==> config.mk <==
export PLATFORM = sky130hd
export DESIGN_NAME = sga_step_sequencer_flat
export DESIGN_NICKNAME = d
export VERILOG_FILES = /design/src/rtl/sga_step_sequencer_if.sv /design/src/rtl/sga_step_sequencer.sv /design/src/flat_wrapper.sv
export SDC_FILE = /design/constraint.sdc
export NUM_CORES = 1
export LEC_CHECK = 0
export CAP_MARGIN = 20
export CORE_UTILIZATION = 50
export CTS_BUF_LIST = sky130_fd_sc_hd__clkbuf_8
export DETAILED_ROUTE_END_ITERATION = 16
export GPL_TIMING_DRIVEN = 0
export PLACE_DENSITY = 0.81
export SLEW_MARGIN = 30
export SYNTH_ARGS = -nofsm -noshare
export SYNTH_HDL_FRONTEND = slang
export SYNTH_SLANG_ARGS = --single-unit
export TNS_END_PERCENT = 10
==> constraint.sdc <==
create_clock -name clock -period 2 [get_ports clock]
set_input_delay 0.5 -clock clock [delete_from_list [all_inputs] [get_ports clock]]
set_output_delay 0.5 -clock clock [all_outputs]
set_load 0.01 [all_outputs]
==> src/rtl/sga_step_sequencer_if.sv <==
// ---------------------------------------------------------------------------
// sga_step_sequencer_if
//   Control/bus bundle between the game control unit, the step sequencer and
//   the snake datapath.
//
//   Signals:
//     clear      game restart request (synchronous)
//     enable     game running (1) / paused (0)
//     buttons    [3] left, [2] right, [1] up, [0] down, active-high levels
//     size       current snake length
//     direction  committed direction: 00 right, 01 left, 10 up, 11 down
//     ram_addr   body RAM address
//     ram_we     body RAM write enable
//     mux_ram    RAM write-data select: 0 previous read data, 1 new head
//     head_load  one-cycle pulse, datapath registers the next head
//     step_busy  high while a move step is in progress
//     step_done  one-cycle pulse at the end of a step
//     db_state   sequencer state encoding for debug
//
//   Modports:
//     master  the step sequencer (drives the strobes)
//     slave   the control unit / datapath side
// ---------------------------------------------------------------------------
interface sga_step_sequencer_if #(
   parameter int ADDR_W = 4
);
   logic              clear;
   logic              enable;
   logic [3:0]        buttons;
   logic [ADDR_W:0]   size;
   logic [1:0]        direction;
   logic [ADDR_W-1:0] ram_addr;
   logic              ram_we;
   logic              mux_ram;
   logic              head_load;
   logic              step_busy;
   logic              step_done;
   logic [2:0]        db_state;

   modport master (
      input  clear, enable, buttons, size,
      output direction, ram_addr, ram_we, mux_ram, head_load,
             step_busy, step_done, db_state
   );

   modport slave (
      output clear, enable, buttons, size,
      input  direction, ram_addr, ram_we, mux_ram, head_load,
             step_busy, step_done, db_state
   );
endinterface

==> src/rtl/sga_step_sequencer.sv <==
// ---------------------------------------------------------------------------
// sga_step_sequencer
//   Sequences one snake move per game tick: generates the move tick,
//   arbitrates button presses into a committed direction (180-degree
//   reversals rejected), shifts the body RAM tail-to-head, then loads and
//   writes the new head. A step is bracketed by step_busy and ends with a
//   one-cycle step_done pulse.
//
//   Ports:
//     clock      system clock, rising edge
//     restart_n  asynchronous active-low reset
//     bus        sga_step_sequencer_if.master (control inputs, RAM strobes,
//                direction, busy/done handshake, debug state)
//
//   Optional build macro:
//     SGA_SPEEDUP_EN  tick period shrinks with snake length:
//                     max(TICK_DIV - N*TICK_STEP, TICK_MIN); otherwise the
//                     period is TICK_DIV.
// ---------------------------------------------------------------------------
module sga_step_sequencer #(
   parameter int MAX_SIZE  = 16,
   parameter int ADDR_W    = 4,
   parameter int TICK_DIV  = 1000
`ifdef SGA_SPEEDUP_EN
   ,
   parameter int TICK_STEP = 32,
   parameter int TICK_MIN  = 200
`endif
) (
   input  logic                  clock,
   input  logic                  restart_n,
   sga_step_sequencer_if.master  bus
);

   localparam int CNT_W = $clog2(TICK_DIV);

   localparam logic [2:0] IDLE      = 3'd0;
   localparam logic [2:0] WAIT_TICK = 3'd1;
   localparam logic [2:0] LATCH     = 3'd2;
   localparam logic [2:0] SHIFT_RD  = 3'd3;
   localparam logic [2:0] SHIFT_WR  = 3'd4;
   localparam logic [2:0] HEAD      = 3'd5;
   localparam logic [2:0] HEAD_WR   = 3'd6;
   localparam logic [2:0] DONE      = 3'd7;

   localparam logic [1:0] DIR_RIGHT = 2'b00;
   localparam logic [1:0] DIR_LEFT  = 2'b01;
   localparam logic [1:0] DIR_UP    = 2'b10;
   localparam logic [1:0] DIR_DOWN  = 2'b11;

   localparam logic [ADDR_W:0] MAX_N = (ADDR_W+1)'(MAX_SIZE);
   localparam logic [ADDR_W:0] ONE_N = (ADDR_W+1)'(1);

   logic [2:0]        state, state_nx;
   logic [ADDR_W-1:0] idx, idx_nx;
   logic [CNT_W-1:0]  cnt, cnt_nx;
   logic [CNT_W-1:0]  period_m1;
   logic [ADDR_W:0]   n_eff;
   logic [1:0]        direction_q, pending_q;
   logic [1:0]        btn_dir;
   logic              btn_valid;
   logic              btn_reverse;

   logic [ADDR_W-1:0] ram_addr_q;
   logic              ram_we_q, mux_ram_q, head_load_q, step_busy_q, step_done_q;

   // Effective length, clamped to 1..MAX_SIZE
   always_comb begin
      if (bus.size == '0)
         n_eff = ONE_N;
      else if (bus.size > MAX_N)
         n_eff = MAX_N;
      else
         n_eff = bus.size;
   end

`ifdef SGA_SPEEDUP_EN
   logic signed [31:0] period;

   // Period follows the live length, so a growth spurt can fire the tick early
   always_comb begin
      period = TICK_DIV - $signed({1'b0, n_eff}) * TICK_STEP;
      if (period < TICK_MIN)
         period = TICK_MIN;
      period_m1 = CNT_W'(period - 1);
   end
`else
   assign period_m1 = CNT_W'(TICK_DIV - 1);
`endif

   // Button priority: left > right > up > down
   always_comb begin
      btn_valid = 1'b1;
      btn_dir   = DIR_RIGHT;
      if (bus.buttons[3])
         btn_dir = DIR_LEFT;
      else if (bus.buttons[2])
         btn_dir = DIR_RIGHT;
      else if (bus.buttons[1])
         btn_dir = DIR_UP;
      else if (bus.buttons[0])
         btn_dir = DIR_DOWN;
      else
         btn_valid = 1'b0;
   end

   // Reverse pairs differ only in bit 0
   assign btn_reverse = (btn_dir == {direction_q[1], ~direction_q[0]});

   always_comb begin
      state_nx = state;
      idx_nx   = idx;
      cnt_nx   = cnt;
      if (bus.clear) begin
         state_nx = IDLE;
         idx_nx   = '0;
         cnt_nx   = '0;
      end else begin
         case (state)
            IDLE: begin
               if (bus.enable) begin
                  state_nx = WAIT_TICK;
                  cnt_nx   = '0;
               end
            end
            WAIT_TICK: begin
               if (bus.enable) begin
                  if (cnt >= period_m1) begin
                     cnt_nx   = '0;
                     state_nx = LATCH;
                  end else begin
                     cnt_nx = cnt + CNT_W'(1);
                  end
               end
            end
            LATCH: begin
               idx_nx   = ADDR_W'(n_eff - ONE_N);
               state_nx = (n_eff > ONE_N) ? SHIFT_RD : HEAD;
            end
            SHIFT_RD: state_nx = SHIFT_WR;
            SHIFT_WR: begin
               idx_nx   = idx - ADDR_W'(1);
               state_nx = (idx > ADDR_W'(1)) ? SHIFT_RD : HEAD;
            end
            HEAD:     state_nx = HEAD_WR;
            HEAD_WR:  state_nx = DONE;
            DONE:     state_nx = WAIT_TICK;
            default:  state_nx = IDLE;
         endcase
      end
   end

   // Strobes are decoded from the next state so they line up with db_state
   always_ff @(posedge clock or negedge restart_n) begin
      if (!restart_n) begin
         state       <= IDLE;
         idx         <= '0;
         cnt         <= '0;
         ram_addr_q  <= '0;
         ram_we_q    <= 1'b0;
         mux_ram_q   <= 1'b0;
         head_load_q <= 1'b0;
         step_busy_q <= 1'b0;
         step_done_q <= 1'b0;
      end else begin
         state       <= state_nx;
         idx         <= idx_nx;
         cnt         <= cnt_nx;
         ram_addr_q  <= (state_nx == SHIFT_RD) ? idx_nx - ADDR_W'(1) :
                        (state_nx == SHIFT_WR) ? idx_nx : '0;
         ram_we_q    <= (state_nx == SHIFT_WR) || (state_nx == HEAD_WR);
         mux_ram_q   <= (state_nx == HEAD_WR);
         head_load_q <= (state_nx == HEAD);
         step_busy_q <= (state_nx != IDLE) && (state_nx != WAIT_TICK);
         step_done_q <= (state_nx == DONE);
      end
   end

   always_ff @(posedge clock or negedge restart_n) begin
      if (!restart_n) begin
         direction_q <= DIR_RIGHT;
         pending_q   <= DIR_RIGHT;
      end else if (bus.clear) begin
         direction_q <= DIR_RIGHT;
         pending_q   <= DIR_RIGHT;
      end else if (state != IDLE) begin
         if (state == LATCH)
            direction_q <= pending_q;
         if (btn_valid && !btn_reverse)
            pending_q <= btn_dir;
      end
   end

   assign bus.direction = direction_q;
   assign bus.ram_addr  = ram_addr_q;
   assign bus.ram_we    = ram_we_q;
   assign bus.mux_ram   = mux_ram_q;
   assign bus.head_load = head_load_q;
   assign bus.step_busy = step_busy_q;
   assign bus.step_done = step_done_q;
   assign bus.db_state  = state;

endmodule

==> src/flat_wrapper.sv <==
// flat-port wrapper written by rule: the top's interface ports become plain ports
module sga_step_sequencer_flat 
#(
   parameter int MAX_SIZE  = 16,
   parameter int ADDR_W    = 4,
   parameter int TICK_DIV  = 1000

)
  (clock, restart_n, bus_clear, bus_enable, bus_buttons, bus_size, bus_direction, bus_ram_addr, bus_ram_we, bus_mux_ram, bus_head_load, bus_step_busy, bus_step_done, bus_db_state);
  sga_step_sequencer_if #(.ADDR_W(ADDR_W)) bus_i ();
  input  logic clock;
  input  logic restart_n;
  input wire logic [$bits(bus_i.clear)-1:0] bus_clear;
  input wire logic [$bits(bus_i.enable)-1:0] bus_enable;
  input wire logic [$bits(bus_i.buttons)-1:0] bus_buttons;
  input wire logic [$bits(bus_i.size)-1:0] bus_size;
  output wire logic [$bits(bus_i.direction)-1:0] bus_direction;
  output wire logic [$bits(bus_i.ram_addr)-1:0] bus_ram_addr;
  output wire logic [$bits(bus_i.ram_we)-1:0] bus_ram_we;
  output wire logic [$bits(bus_i.mux_ram)-1:0] bus_mux_ram;
  output wire logic [$bits(bus_i.head_load)-1:0] bus_head_load;
  output wire logic [$bits(bus_i.step_busy)-1:0] bus_step_busy;
  output wire logic [$bits(bus_i.step_done)-1:0] bus_step_done;
  output wire logic [$bits(bus_i.db_state)-1:0] bus_db_state;
  assign bus_i.clear = bus_clear;
  assign bus_i.enable = bus_enable;
  assign bus_i.buttons = bus_buttons;
  assign bus_i.size = bus_size;
  assign bus_direction = bus_i.direction;
  assign bus_ram_addr = bus_i.ram_addr;
  assign bus_ram_we = bus_i.ram_we;
  assign bus_mux_ram = bus_i.mux_ram;
  assign bus_head_load = bus_i.head_load;
  assign bus_step_busy = bus_i.step_busy;
  assign bus_step_done = bus_i.step_done;
  assign bus_db_state = bus_i.db_state;
  sga_step_sequencer #(.MAX_SIZE(MAX_SIZE), .ADDR_W(ADDR_W), .TICK_DIV(TICK_DIV)) u_core (.clock(clock), .restart_n(restart_n), .bus(bus_i));
endmodule
==> metrics <==
status=complete, but fails checks; failing checks=setup timing; CP Class=in2reg; number of core rows=21; Final setup viols=11; Worst setup SP type=input port; MaxCap Viol Count=0; largest net degree at the start of global routing=31; Critical Path AT=2.52 ns; WL/cell=16.18 um; Final nets=252; dpl hpwl=2822 um; max-slew violations=0; First-pass DRT Iterations=5; final core occ=73.07%; layout cells sized above 1=28.63%; element type at the critical path end=register; clock network power share=43.9%; Synth cell types=47; fmax=0.4262 GHz; register area share after synthesis=42.34%; worst setup margin=-0.3461 ns; # IOs=27; area of the multi-input gates=1146 um2; htree depth=2; n_diodes=0; Pwr per Cell Area=552.2 nW/um2; total CTS buffers=5; switching portion of total power=23.31%; Critical Path Max Stage Delay=0.55 ns; syn nets=212; Lkg Pwr=1.009 nW; first-pass GRT wire length=6658 um; Tightest Pin Transition=0.6717 ns; number of synthesis warnings=0; worst-skew pair later-pin latency=0.29 ns; GRT Overall Usage=24.67%; DRC=0; Int Pwr=0.001041 W; Max FO, Critical Path=4; HP Class=in2async; # fillers=256; CP required=2.18 ns; Fin. Hold Viols=0; Reg area=752.0 um2; combinational share of power=10.6%; initial core utilization=52.72%; drt first-iter violations=66; Mean Syn Cell Area=9.186 um2; Post-DRT Antenna Nets=0; Max stage delay cell, worst path=or4_4; area of the core=3363 um2; RePlAce Congestion=0.8730; Tot Pwr=0.001357 W; VDD IR max=582.9 uV; Post-synth top flop=dfrtp_1; Final min period=2.346 ns; Chip Width=61.55 um; Reg2Reg Depth=9; Worst-path clk slew=0.07 ns; initial antenna violation count=0; DIE AREA=3788 um2; Seq pwr share=45.5%; Port Buffers=26; Slew headroom=55.22%; crit-path cells=buf_8 -> or4_4 -> nand2_4 -> buf_4 -> inv_2 -> ha_4 -> xnor2_4 -> o311ai_4 -> buf_6 -> nor2b_4 -> o2111ai_2 -> nand2_1; total wire length=4530 um; period utilisation layout=117.3%; number of global-route vias before repair=1494; Synth Cell Area=1773 um2; Async S/R FF share, synth=100.0%; chip height=61.55 um; Root Driver=clkbuf_8; Mapped Cells=193; CTS max path bufs=2; GRT overflow=0; EDFF count, synth=0; via count=1661; synthesis-to-layout area growth=38.60%; skew final=0.01085 ns; synthesis-stage register bit count=30; hold_buf cts=0; CTS sink cnt=30; Switch Pwr=0.0003163 W; vias per cell=5.932; RSZ-0062 raised after global routing=yes; CTS tree=done
metrics by stage:
step | instance area [um2] | instances | hold WS (ns) | setup TNS [ns] | worst slack (ns)
after floorplan | 1808 | 193 | 0.2044 | -2.354 | -0.3460
after global placement | 2126 | 265 | 0.5013 | -17.97 | -1.105
after detailed placement | 2121 | 265 | 0.5067 | -16.70 | -1.137
after CTS | 2361 | 278 | 0.2679 | -2.828 | -0.3326
after global routing | 2457 | 280 | 0.2953 | -4.027 | -0.3995
final | 2457 | 280 | 0.2464 | -2.514 | -0.3461
worst max-delay path: cells and delay by family:
| kind | cells | cell delay (ns) |
|---|---|---|
| AND/OR/NAND/NOR | 4 | 0.78 |
| adder cells (fa/ha/maj) | 1 | 0.17 |
| buffers and inverters | 4 | 0.41 |
| AO/OA/AOI/OAI | 2 | 0.54 |
| XOR/XNOR | 1 | 0.13 |
layer usage:
metal  GRT usage [%]  vias up  part of all wire [%]
li1                -      782                     -
met1           33.42      811                    45
met2           37.33       56                    47
met3           6.303       12                   5.8
met4           11.11        0                   2.3
met5               0        -                     0
cell usage after synthesis (2+ instances only):
library cell  count  area share (%)
a21oi_1           9             2.5
nand2b_1          3             1.1
xnor2_1           4             2.0
nor2b_1           5             1.8
clkbuf_1          3            0.64
ha_1              6             4.2
nand2_1          17             3.6
nor4b_2           3             2.5
or2_2             4             1.4
nor3_1            4             1.1
o21a_1            2            0.85
nor2_1           14             3.0
nor4b_1           2            0.99
or3b_1            2            0.99
o2111ai_1         2            0.99
nand4_1           3             1.1
o21ai_0          19             5.4
inv_1            11             2.3
nand3_1          10             2.8
buf_2             2            0.56
and3_1            4             1.4
or3_1             2            0.71
dfrtp_1          30              42
a31oi_1           5             1.8
o31ai_1           2            0.85
a211oi_1          4             1.7
logic make-up after synthesis:
logic type,share of synthesized area [%]
AOI/OAI and AO/OA,20.54
adders and majority gates,4.234
DFF,42.34
xor gates and xnor gates,1.976
buffers and inverters,4.799
muxes,0.5646
and+or+nand+nor,25.55
sequential cells by signal (all words and copies together) (netlist names):
register / count
u_core.cnt: 10
u_core.bus.db_state: 3
u_core.bus.step_busy: 1
u_core.bus.direction: 2
u_core.bus.mux_ram: 1
u_core.bus.step_done: 1
u_core.pending_q: 2
u_core.bus.ram_we: 1
u_core.bus.ram_addr: 4
u_core.idx: 4
u_core.bus.head_load: 1
final timing paths:
check / start / to / slack [ns]
worst max register to register: u_core.idx[0] / u_core.bus.ram_addr[2] / -0.29
max in group asynchronous: restart_n / u_core.bus.db_state[0] / 1.27
worst min register to register: u_core.pending_q[0] / u_core.bus.direction[0] / 0.52
min in group clock: u_core.pending_q[0] / u_core.bus.direction[0] / 0.52
worst max-delay path: bus_size[4] / u_core.bus.ram_addr[2] / -0.35
worst min-delay path: restart_n / u_core.idx[0] / 0.25
cells in the final DEF (no fill, tap or decap), types with 4 or more instances in the layout:
cell type        Yosys  routed
a21oi_1              9       8
nor2_1              14      12
inv_1               11      10
buf_2                2       5
nand3_2              0       4
nand3_1             10       6
and3_1               4       4
clkdlybuf4s50_1      0      19
dfrtp_1             30      29
nand2_1             17      16
buf_4                1       7
o21ai_0             19      16
clkbuf_8             0       5
power by group through the flow:
stage | clock network (W) | logic (W) | registers [W]
2_1_floorplan | 0 | 0.0000543 | 0.000627
3_3_place_gp | 0 | 0.000113 | 0.000627
3_5_place_dp | 0 | 0.000114 | 0.000628
4_1_cts | 0.000602 | 0.000126 | 0.000617
5_1_grt | 0.000637 | 0.000157 | 0.000618
6_report | 0.000596 | 0.000143 | 0.000618
cell type report:
| type | instances | area share (%) |
|---|---|---|
| tap | 46 | 2.342 |
| multi-input combinational | 144 | 46.64 |
| timing repair buffer | 33 | 12.42 |
| sequential | 30 | 30.60 |
| buffer | 7 | 1.731 |
| clock buffer | 5 | 2.800 |
| inverter | 12 | 1.833 |
| clock inverter | 3 | 1.629 |
what timing repair did:
action                     4_1_cts  5_1_grt
gates resized for setup         44       16
buffers inserted                 5        2
pin swaps                       13       10
setup endpoints to repair       23       21
No activity file was read; power rests on OpenSTA's default activity.
